### config.mk
export PLATFORM = sky130hd
export DESIGN_NAME = booth_seq_ctrl
export DESIGN_NICKNAME = d
export VERILOG_FILES = /design/src/rtl/booth_pkg.sv /design/src/rtl/booth_sel.sv /design/src/rtl/booth_seq_ctrl.sv
export SDC_FILE = /design/constraint.sdc
export NUM_CORES = 1
export LEC_CHECK = 0
export CAP_MARGIN = 10
export CELL_PAD_IN_SITES_DETAIL_PLACEMENT = 1
export CELL_PAD_IN_SITES_GLOBAL_PLACEMENT = 1
export CORE_MARGIN = 2
export CORE_UTILIZATION = 39
export DETAILED_ROUTE_END_ITERATION = 8
export PLACE_DENSITY_LB_ADDON = 0.08
export SLEW_MARGIN = 10
export SYNTH_ARGS = -nofsm -noshare
export SYNTH_HDL_FRONTEND = slang
export SYNTH_SLANG_ARGS = --single-unit
### constraint.sdc
create_clock -name clk -period 6.3 [get_ports clk]
set_input_delay 0.63 -clock clk [delete_from_list [all_inputs] [get_ports clk]]
set_output_delay 0.63 -clock clk [all_outputs]
set_load 0.05 [all_outputs]
### src/rtl/booth_pkg.sv
// Shared types and helpers for the sequential radix-4 Booth multiplier controller.
// Holds the controller state encoding, the digit-count function and the pp correction helper.
package booth_pkg;

    typedef enum logic [1:0] {
        IDLE = 2'd0,
        RUN  = 2'd1,
        DONE = 2'd2
    } state_t;

    // Widest partial product the helper can form; bounds N to 30 (2N+3 <= 64).
    localparam int PP_MAXW = 64;

    function automatic int ndig(input int n);
        return (n + 2) / 2;
    endfunction

    // Sign-extend {neg, sel_out[n:0]} to PP_MAXW bits and add the +1 that turns
    // the selector's one's complement into a two's complement value.
    function automatic logic [PP_MAXW-1:0] pp_correct(
        input logic               neg,
        input logic [PP_MAXW-1:0] sel_out,
        input int                 n
    );
        logic [PP_MAXW-1:0] ext;
        for (int k = 0; k < PP_MAXW; k++) begin
            ext[k] = (k > n) ? neg : sel_out[k];
        end
        return ext + PP_MAXW'(neg);
    endfunction

endpackage

### src/rtl/booth_sel.sv
// Radix-4 Booth partial-product selector: maps a 3-bit digit code and A to
// {0, A, 2A} or its one's complement for negative codes.
module booth_sel #(
    parameter int N = 10
) (
    input  logic [2:0]   sel,
    input  logic [N-1:0] a_in,
    output logic [N:0]   out
);

    logic       one;
    logic       two;
    logic       neg;
    logic [N:0] a1;
    logic [N:0] a2;

    assign one = sel[0] ^ sel[1];
    assign two = (sel == 3'b011) | (sel == 3'b100);
    assign neg = sel[2];
    assign a1  = {1'b0, a_in};
    assign a2  = {a_in, 1'b0};

    generate
        for (genvar gi = 0; gi <= N; gi++) begin : g_bit
            assign out[gi] = ((one & a1[gi]) | (two & a2[gi])) ^ neg;
        end
    endgenerate

endmodule

### src/rtl/booth_seq_ctrl.sv
// Sequential radix-4 Booth multiplier controller: one Booth digit per cycle, 2N-bit product.
// Optional BOOTH_CTRL_EARLY_TERM_EN stops once the remaining multiplier bits are all zero.
module booth_seq_ctrl
    import booth_pkg::*;
#(
    parameter int N = 10
) (
    input  logic           clk,
    input  logic           rst_n,
    input  logic           in_valid,
    output logic           in_ready,
    input  logic [N-1:0]   a_in,
    input  logic [N-1:0]   b_in,
    output logic           out_valid,
    input  logic           out_ready,
    output logic [2*N-1:0] product,
    output logic           busy
);

    localparam int NDIG = ndig(N);
    localparam int AW   = 2 * N + 3;
    localparam int PW   = 2 * N;
    localparam int CW   = $clog2(NDIG);
    localparam int BEW  = 2 * NDIG + 1;

`ifdef BOOTH_CTRL_EARLY_TERM_EN
    localparam bit EARLY_TERM = 1'b1;
`else
    localparam bit EARLY_TERM = 1'b0;
`endif

    state_t          state_reg;
    state_t          state_next;
    logic [N-1:0]    a_reg;
    logic [N-1:0]    b_reg;
    logic [AW-1:0]   acc_reg;
    logic [AW-1:0]   acc_next;
    logic [CW-1:0]   cnt_reg;
    logic [PW-1:0]   product_reg;
    logic            load;
    logic            step;
    logic            last_digit;

    logic [BEW-1:0]  b_ext;
    logic [2:0]      digits [NDIG];
    logic [NDIG-1:0] rest_zero;
    logic [2:0]      sel;
    logic [N:0]      sel_out;

    // b[-1] = 0 below, zero padding above so the top digit sees a positive code.
    assign b_ext = {{(BEW-N-1){1'b0}}, b_reg, 1'b0};

    generate
        for (genvar gi = 0; gi < NDIG; gi++) begin : g_digit
            assign digits[gi]    = b_ext[2*gi+2 -: 3];
            assign rest_zero[gi] = ~|(b_ext >> (2*gi + 2));
        end
    endgenerate

    assign sel = digits[cnt_reg];

    booth_sel #(.N(N)) u_sel (
        .sel  (sel),
        .a_in (a_reg),
        .out  (sel_out)
    );

    always_comb begin
        acc_next = acc_reg
                 + (AW'(pp_correct(sel[2], PP_MAXW'(sel_out), N)) << {cnt_reg, 1'b0});
    end

    assign last_digit = (cnt_reg == CW'(NDIG - 1)) || (EARLY_TERM && rest_zero[cnt_reg]);

    always_comb begin
        state_next = state_reg;
        load       = 1'b0;
        step       = 1'b0;
        case (state_reg)
            IDLE: begin
                if (in_valid) begin
                    load       = 1'b1;
                    state_next = RUN;
                end
            end
            RUN: begin
                step = 1'b1;
                if (last_digit) begin
                    state_next = DONE;
                end
            end
            DONE: begin
                if (out_ready) begin
                    state_next = IDLE;
                end
            end
            default: state_next = IDLE;
        endcase
    end

    always_ff @(posedge clk or negedge rst_n) begin
        if (!rst_n) begin
            state_reg <= IDLE;
        end else begin
            state_reg <= state_next;
        end
    end

    always_ff @(posedge clk or negedge rst_n) begin
        if (!rst_n) begin
            a_reg       <= '0;
            b_reg       <= '0;
            acc_reg     <= '0;
            cnt_reg     <= '0;
            product_reg <= '0;
        end else if (load) begin
            a_reg   <= a_in;
            b_reg   <= b_in;
            acc_reg <= '0;
            cnt_reg <= '0;
        end else if (step) begin
            acc_reg <= acc_next;
            cnt_reg <= cnt_reg + CW'(1);
            // Product only changes on the transition into DONE.
            if (last_digit) begin
                product_reg <= acc_next[PW-1:0];
            end
        end
    end

    assign in_ready  = (state_reg == IDLE);
    assign busy      = (state_reg == RUN);
    assign out_valid = (state_reg == DONE);
    assign product   = product_reg;

endmodule

# Word level (Yosys, flattened, before mapping)
# Cells that the tools add are included.
[word_totals]
register_bits = 68
word_cells = 81
[classes]
bitwise = 44
n_shift = 1
add_sub_neg = 3
mux = 14
magnitude_cmp = 1
eq_ne = 8
n_reduce_logical = 4
[ops]
columns = ["cell", "count"]
rows = [
  ["23-bit two-way mux", 2],
  ["23-bit adder", 1],
  ["23-bit by 4-bit << shifter with 23-bit output", 1],
  ["1-bit bitwise AND", 20],
  ["12-bit by 2-bit adder with 13-bit output", 1],
  ["3-bit two-way mux", 4],
  ["1-bit XOR", 12],
  ["1-bit bitwise OR", 10],
  ["3-bit binary-select mux with 3-bit select", 1],
  ["3-bit equality test (second input constant)", 2],
  ["2-bit two-way mux", 3],
  ["2-bit one-hot mux with 3 select lines", 1],
  ["3-bit AND reduction", 2],
  ["4-bit greater-or-equal comparator (second input constant)", 1],
  ["2-bit by 1-bit inequality test with 1-bit output (second input constant)", 2],
  ["3-bit inverter with 4-bit output", 1],
  ["3-bit by 1-bit adder with 3-bit output (second input constant)", 1],
  ["3-bit by 2-bit equality test with 1-bit output (second input constant)", 1],
  ["1-bit two-way mux", 3],
  ["2-bit by 1-bit equality test with 1-bit output (second input constant)", 1],
  ["2-bit equality test (second input constant)", 1],
  ["2-bit logical NOT", 1],
  ["2-bit inequality test (second input constant)", 1],
  ["2-bit nonzero test", 1],
  ["1-bit inverter", 1],
]

# Depth between registers and ports, before layout
# Gate-level depths: netlist of run 1.
[depth]
word_depth = 14
depth_mapped = 32
mapped_depth_nobuf = 28

# Hierarchy
# From an unflattened synthesis of run 1, not the netlist that was laid out.
[hier_totals]
hier_cells = 504
area_unflattened_um2 = 4464.3
[modules_own_cells]
columns = ["mod", "instances", "seq_area_each_um2", "cells_each", "area_each_um2"]
rows = [
  ["booth_seq_ctrl", 1, 1626.6, 463, 4149.0],
  ["booth_sel", 1, 0.0, 41, 315.3],
]

# Least setup slack after synthesis of run 1
# No wires, ideal clock.
[synth_timing]
kind = "register to register"
start = "reg cnt_reg[0]"
end = "reg acc_reg[19]"
path_slack_ns = 0.228
required_ns = 6.181
setup_ns = 0.119
path_buffers = 5
t_arrival_ns = 5.954
path_stages_with_launch = 31
cell_sequence = "dfrtp_1 buf_4 clkbuf_1 mux2i_1 nor2_1 a31oi_1 o22a_1 ha_1 buf_2 clkbuf_1 clkbuf_1 a22oi_1 o21ai_0 ha_1 nand4_1 mux2i_1 and4_1 xnor2_1 nand2_1 nand2_1 mux4_2 ha_1 or4_1 nor2_1 nor2_1 a31o_2 a21oi_1 o21ai_0 and3_1 o21ai_0 a21bo_1"
[synth_via]
elab_chain_cells = 14
elab_cells_between_ends = 53
[synth_lines]
columns = ["element", "line_no", "text"]
rows = [
  ["start: declaration", "booth_seq_ctrl.sv:38", "logic [CW-1:0] cnt_reg;"],
  ["start signal: assignment", "booth_seq_ctrl.sv:123", "cnt_reg <= cnt_reg + CW'(1);"],
  ["3-bit inverter with 4-bit output (not written as such)", "booth_seq_ctrl.sv:60", "assign sel = digits[cnt_reg];"],
  ["3-bit binary-select mux with 3-bit select", "booth_seq_ctrl.sv:60", ""],
  ["3-bit two-way mux (not written as such) (2 in a row)", "booth_seq_ctrl.sv:60", ""],
  ["3-bit by 2-bit equality test with 1-bit output / 3-bit equality test (equally long branches)", "booth_sel.sv:18", "assign two = (sel == 3'b011) | (sel == 3'b100);"],
  ["1-bit bitwise OR", "booth_sel.sv:18", ""],
  ["1-bit bitwise AND", "booth_sel.sv:25", "assign out[gi] = ((one & a1[gi]) | (two & a2[gi])) ^ neg;"],
  ["1-bit bitwise OR", "booth_sel.sv:25", ""],
  ["1-bit XOR", "booth_sel.sv:25", ""],
  ["12-bit by 2-bit adder with 13-bit output", "booth_pkg.sv:29", "return ext + PP_MAXW'(neg);"],
  ["23-bit by 4-bit << shifter with 23-bit output (*)", "booth_seq_ctrl.sv:70", "+ (AW'(pp_correct(sel[2], PP_MAXW'(sel_out), N)) << {cnt_reg, 1'b0});"],
  ["23-bit adder (*)", "booth_seq_ctrl.sv:70", ""],
  ["23-bit two-way mux (*)", "booth_seq_ctrl.sv:121", "end else if (step) begin"],
  ["23-bit two-way mux (*)", "booth_seq_ctrl.sv:116", "end else if (load) begin"],
  ["end signal: assignment", "booth_seq_ctrl.sv:122", "acc_reg <= acc_next;"],
  ["end: declaration", "booth_seq_ctrl.sv:36", "logic [AW-1:0] acc_reg;"],
]
# Mark *: on every way between the ends. The rest lies on a longest branch, timed or not. The select of a mux whose other input is x is not followed.
# A chain may end at the register's enable or synchronous reset.

# Final worst setup path of run 1
# Same ends and word-level chain as after synthesis.

==> flow_summary_export.csv, run 1 <==
group,metric,value,unit
die,rows,40,
logic_synthesis,netlist_instances,594,
logic_synthesis,avgSynthCellArea,8.05,um2
die,die_area,13200,um2
sta,rsz0062_at_grt,"no",
detailed_routing,dr.first_iter.drc_count,156,
clocking,clkLatencyLatePin,0.34,ns
worst_setup_path,critical_path_class,"reg -> reg",
grt,overflow,0,
logic_synthesis,syn_area,4780,um2
detailed_routing,vias_per_cell,5.66,
worst_setup_path,cp-end-kind,"register",
detailed_routing,ant_nets,0,
clocking,cts-htree-levels,3,
cells_and_area,layout.nets,685,
cells_and_area,antenna_cells,0,
logic_synthesis,synth_seq_area_share,34.0,%
logic_synthesis,postSynth.asyncResetShare,100,%
detailed_routing,wl_per_cell,17.6,um
flow_run,maxCapViolCount,0,
die,die_w,115,um
clocking,clk_path_buf_depth,2,
grt,antenna_found_initial,0,
sta,finalCritPeriodShare,93.0,%
detailed_routing,drt-pass1-iter-count,4,
clocking,cts_hold_buf,0,
logic_synthesis,ys_types,65,
grt,grt_pass1_wl,23.4,mm
clocking,clk_pin_slew,0.05,ns
sta,clock.fmax,0.171,GHz
sta,slew_violations,0,
outcome,status,"finished clean",
worst_hold_path,worstHoldPathType,"reg -> reg",
placement,dp_hpwl,10.3,mm
worst_setup_path,cp-start-kind,"register",
worst_setup_path,required,6.53,ns
worst_setup_path,cp.arrival,6.09,ns
grt,track_usage,22.5,%
placement,portBuffers,46,
cells_and_area,num-fill-cells,1471,
sta,fin_setup_tns,0,ns
logic_synthesis,yosys_most_used_dff,"dfrtp_1",
placement,routabilityCongestion,0.849,
logic_synthesis,synth-edff-count,0,
grt,grt_start_max_net_pins,66,
clocking,cts_tree,"built",
sta,final-setup-viol-count,0,
sta,fin_skew,0.00801,ns
clocking,cts_root_buf,"clkbuf_16",
sta,hold_violations,0,
die,initial_core_util,39.8,%
sta,min_period,5.86,ns
logic_synthesis,yosys_warnings,0,
detailed_routing,num_vias,4442,
die,die_h,115,um
clocking,numCtsBuffers,9,
detailed_routing,drc,0,
die,core,12000,um2
clocking,clock_sinks,65,
worst_setup_path,crit_fanout,12,
sta,tightest_slew,0.884,ns
logic_synthesis,synth-seq-cells,65,
die,ios,47,
cells_and_area,syn_to_final_growth,19.7,%
sta,slew_headroom,41.1,%
grt,grt_pass1_vias,4615,
logic_synthesis,synthesis.nets,645,
detailed_routing,wirelength,13.8,mm
cells_and_area,layout-drive-gt1-share,9.56,%
[worst paths after layout]
| kind | start | end | slack [ns] | depth (start not counted) |
|---|---|---|---|---|
| worst max-delay path | cnt_reg[0]$_DFFE_PN0P_ | acc_reg[19]$_DFFE_PN0P_ | 0.44 | 24 |
| worst min-delay path | product[7]$_DFFE_PN0P_ | product[7]$_DFFE_PN0P_ | 0.48 | 2 |
| worst max register to register | cnt_reg[0]$_DFFE_PN0P_ | acc_reg[19]$_DFFE_PN0P_ | 0.44 | 24 |
| worst min register to register | product[7]$_DFFE_PN0P_ | product[7]$_DFFE_PN0P_ | 0.48 | 2 |
| max in group asynchronous | rst_n | cnt_reg[0]$_DFFE_PN0P_ | 5.20 | 2 |
| min in group asynchronous | rst_n | state_reg[1]$_DFFE_PN0P_ | 0.49 | 2 |
[per-layer routing]
layer | GRT usage, % | part of all wire (%)
met4 | 8.11 | 2.4
met5 | 0 | 0
met2 | 38.6 | 49
met3 | 4.01 | 2.4
met1 | 28.7 | 46
[placed cells by master, fill, tap and decap left out, drive strengths merged, types with 3 or more instances in the layout]
cell / synthesis / routed
a21oi: 33 / 33
xnor2: 18 / 18
dfrtp: 65 / 65
clkbuf: 31 / 12
ha: 26 / 26
and3: 5 / 5
nand4: 3 / 3
and2: 4 / 4
nand2b: 8 / 8
nor3: 3 / 3
o21ai: 71 / 71
clkdlybuf4s50: 0 / 45
mux2: 5 / 5
nand3: 42 / 42
a22oi: 10 / 10
o211ai: 7 / 7
inv: 16 / 16
a211oi: 4 / 4
nand2: 124 / 124
a21o: 9 / 9
mux2i: 16 / 16
a311oi: 3 / 3
buf: 9 / 24
xor2: 10 / 10
a22o: 4 / 4
o31ai: 4 / 4
nor2: 24 / 24
[synthesized netlist by cell type, types with 15 or more instances]
| cell type | n | share of area (%) |
|---|---|---|
| nand2_1 | 122 | 9.6 |
| ha_1 | 26 | 6.8 |
| nand3_1 | 42 | 4.4 |
| nor2_1 | 24 | 1.9 |
| inv_1 | 15 | 1.2 |
| clkbuf_1 | 31 | 2.4 |
| mux2i_1 | 15 | 3.1 |
| xnor2_1 | 18 | 3.3 |
| o21ai_0 | 68 | 7.1 |
| a21oi_1 | 33 | 3.5 |
| dfrtp_1 | 65 | 34 |
[final cells by class]
class | instances | area [um2] | area share (%)
clock buffer | 12 | 246 | 4.30
tap | 147 | 184 | 3.21
multi-input combinational | 473 | 2960 | 51.7
clock inverter | 3 | 17.5 | 0.306
timing repair buffer | 69 | 628 | 11.0
sequential | 65 | 1630 | 28.5
inverter | 16 | 60.1 | 1.05
[worst max-delay path, cell delays in order (launching register included)]
cell and delay, ns:
dfrtp_2 0.48, mux4_2 0.52, nand2_1 0.07, and2_1 0.17
ha_2 0.36, a221o_1 0.33, o21ai_0 0.08, ha_1 0.28
nand4_1 0.19, mux2i_4 0.26, a221oi_1 0.13, a21oi_1 0.19
nand2_1 0.07, o41ai_1 0.11, o21ai_0 0.18, o21ai_0 0.38
ha_1 0.36, a21o_1 0.19, a21o_1 0.21, a31o_2 0.22
a21oi_1 0.17, o21ai_0 0.20, and3_1 0.23, o21ai_0 0.15
a21bo_1 0.21
[repair_timing]
item / in CTS / in global routing
resized for setup: 0 / 9
setup endpoints to repair: 0 / 2
setup buffers: 0 / 0
[metrics by stage]
step                      instance area, um2  instances  utilization, %  setup slack [ns]  hold slack, ns
after floorplan                         4780        594               -             0.228           0.334
after global placement                  5440        770            45.3             0.413           0.462
after detailed placement                5440        770            45.3             0.182           0.468
after CTS                               5700        785            47.4             0.120           0.485
after global routing                    5730        785            47.7            0.0532           0.502
final                                   5730        785            47.7             0.438           0.477
[cell families (layout without fill, tap and decap cells)]
| logic type | Yosys count | count (layout) | synth area share (%) |
|---|---|---|---|
| and+or+nand+nor | 225 | 225 | 20.9 |
| DFF | 65 | 65 | 34.0 |
| buffers and inverters | 56 | 100 | 4.60 |
| xor gates and xnor gates | 28 | 28 | 5.13 |
| AOI/OAI and AO/OA | 170 | 170 | 22.5 |
| muxes | 23 | 23 | 5.62 |
| adders and majority gates | 27 | 27 | 7.22 |
Power of run 1 is left out: the tool's default activity adds up to more than one toggle a clock period on the data nets, which glitch-free logic cannot reach.
==> inputs of run 2 (changes only) <==
Settings changed: CAP_MARGIN 10 to unset.
==> results of run 2 <==
No change in the layout: final DEF, timing and power equal those of run 1.
Power of run 2 is left out for the same reason.
==> inputs of run 3 (changes only) <==
--- a/config.mk
+++ b/config.mk
@@ -13,2 +13,3 @@
 export PLACE_DENSITY_LB_ADDON = 0.08
+export REMOVE_ABC_BUFFERS = 1
 export SLEW_MARGIN = 10
--- a/constraint.sdc
+++ b/constraint.sdc
@@ -3,2 +3,2 @@
 set_output_delay 0.63 -clock clk [all_outputs]
-set_load 0.05 [all_outputs]
+set_load 0.01 [all_outputs]
==> run 3 against run 2 <==
First-iteration DRC count decreased by 9.6%. Non-clock buffer count decreased by 7. Sequential share of layout area increased by 0.26 points. Critical path depth increased by 3. Die area unchanged. Critical path type unchanged.
==> flow_summary_export.csv, run 3 (synthesis results as in run 1) <==
group,metric,value,unit
outcome,status,"finished clean",
worst_setup_path,rr_startpoint,"cnt_reg[0]$_DFFE_PN0P_",
die,die_area,13200,um2
detailed_routing,dr.first_iter.drc_count,141,
die,initial_core_util,39.8,%
worst_setup_path,required,6.53,ns
clocking,clk_path_buf_depth,2,
worst_setup_path,cp.arrival,6.08,ns
die,rows,40,
clocking,cts-htree-levels,3,
detailed_routing,drt-pass1-iter-count,4,
cells_and_area,layout-drive-gt1-share,7.44,%
grt,overflow,0,
detailed_routing,drc,0,
clocking,clock_sinks,65,
cells_and_area,layout_common_cells,"122 x nand2_1, 68 x o21ai_0, 65 x dfrtp_1",
grt,grt_pass1_vias,4445,
sta,slew_headroom,44.7,%
worst_setup_path,crit_fanout,7,
sta,hold_violations,0,
detailed_routing,num_vias,4278,
worst_setup_path,cp-start-kind,"register",
detailed_routing,ant_nets,0,
sta,final-setup-viol-count,0,
cells_and_area,final_common_cell,"nand2_1",
sta,min_period,5.84,ns
worst_hold_path,worstHoldPathType,"in -> async",
cells_and_area,num-fill-cells,1475,
grt,grt_start_max_net_pins,66,
clocking,cts_tree,"built",
die,ios,47,
cells_and_area,syn_to_final_growth,18.4,%
sta,fin_setup_tns,0,ns
flow_run,maxCapViolCount,0,
cells_and_area,antenna_cells,0,
clocking,cts_root_buf,"clkbuf_16",
sta,slew_violations,0,
sta,fin_skew,0.00497,ns
die,die_w,115,um
die,die_h,115,um
clocking,numCtsBuffers,9,
worst_setup_path,critical_path_class,"reg -> reg",
grt,antenna_found_initial,0,
detailed_routing,wirelength,12.9,mm
worst_setup_path,r2r_cells,27,
die,core,12000,um2
worst_setup_path,r2r_setup_slack,0.46,ns
clocking,clkLatencyLatePin,0.35,ns
detailed_routing,wl_per_cell,16.6,um
worst_setup_path,cp-end-kind,"register",
sta,rsz0062_at_grt,"no",
clocking,clk_pin_slew,0.06,ns
grt,grt_pass1_wl,22.3,mm
detailed_routing,vias_per_cell,5.49,
placement,dp_hpwl,9.44,mm
cells_and_area,layout.nets,678,
grt,track_usage,21.4,%
placement,portBuffers,46,
clocking,cts_setup_buffers,0,
sta,finalCritPeriodShare,92.7,%
placement,routabilityCongestion,0.840,
sta,clock.fmax,0.171,GHz
sta,tightest_slew,0.830,ns
worst_setup_path,rr_endpoint,"acc_reg[19]$_DFFE_PN0P_",
run 3: changes by cell type in the layout (fill, tap and decap cells not counted), sizes merged:
cell / change
buf: -7
clkbuf: +2
clkinv: -1
run 3: metal layers:
layer / wire [um] / track usage [%] / share of wire (%)
met1: 6100 / 27.2 / 47
met2: 6320 / 36.8 / 49
met3: 239 / 3.00 / 1.8
met4: 255 / 8.59 / 2.0
met5: 0 / 0 / 0
run 3: worst max-delay path, cell delays in order (launching register included):
cell	delay [ns]
dfrtp_1	0.52
mux4_2	0.54
nand2_1	0.07
and2_1	0.15
ha_1	0.29
a221o_1	0.33
o21ai_0	0.08
ha_1	0.28
nand4_1	0.10
mux2i_1	0.15
buf_4	0.16
a221oi_1	0.08
a21oi_1	0.21
nand2_1	0.08
o41ai_1	0.14
o21ai_0	0.25
nor2_1	0.20
ha_1	0.32
nand3_1	0.11
nand2_1	0.07
a21oi_1	0.18
o211ai_1	0.17
a31o_2	0.24
a21oi_1	0.21
o21ai_0	0.21
and3_1	0.23
o21ai_0	0.15
a21bo_1	0.22
run 3: area by class of cell:
cell class,instances,area [um2],share of cell area [%]
Multi-Input combinational cell,473,2940,51.9
Inverter,16,60.1,1.06
Clock buffer,14,264,4.66
Timing Repair Buffer,62,579,10.2
Sequential cell,65,1630,28.7
Clock inverter,2,12.5,0.221
Tap cell,147,184,3.25
run 3: worst max-delay path by stage:
stage	from	endpoint	cells after the start
2_1_floorplan	cnt_reg[0]$_DFFE_PN0P_	acc_reg[19]$_DFFE_PN0P_	24
3_3_place_gp	cnt_reg[0]$_DFFE_PN0P_	acc_reg[19]$_DFFE_PN0P_	24
3_5_place_dp	cnt_reg[0]$_DFFE_PN0P_	acc_reg[19]$_DFFE_PN0P_	27
4_1_cts	cnt_reg[0]$_DFFE_PN0P_	acc_reg[19]$_DFFE_PN0P_	27
5_1_grt	cnt_reg[0]$_DFFE_PN0P_	acc_reg[19]$_DFFE_PN0P_	26
6_report	cnt_reg[0]$_DFFE_PN0P_	acc_reg[19]$_DFFE_PN0P_	27
run 3: metrics by stage:
stage	instance area (um2)	utilization [%]	instances	hold slack [ns]	setup slack, ns
finish	5660	47.1	779	0.474	0.459
floorplan	4620	-	554	0.334	0.261
CTS	5660	47.1	779	0.481	0.467
global route	5660	47.1	779	0.508	0.0214
global placement	5380	44.8	763	0.461	0.654
detailed placement	5380	44.8	763	0.469	0.506
run 3: timing repair:
item | CTS | global route
setup endpoints to repair | 0 | 1
hold endpoints to repair | 0 | 0
gates resized for setup | 0 | 1
hold buffers | 0 | 0
Power of run 3 is left out for the same reason.
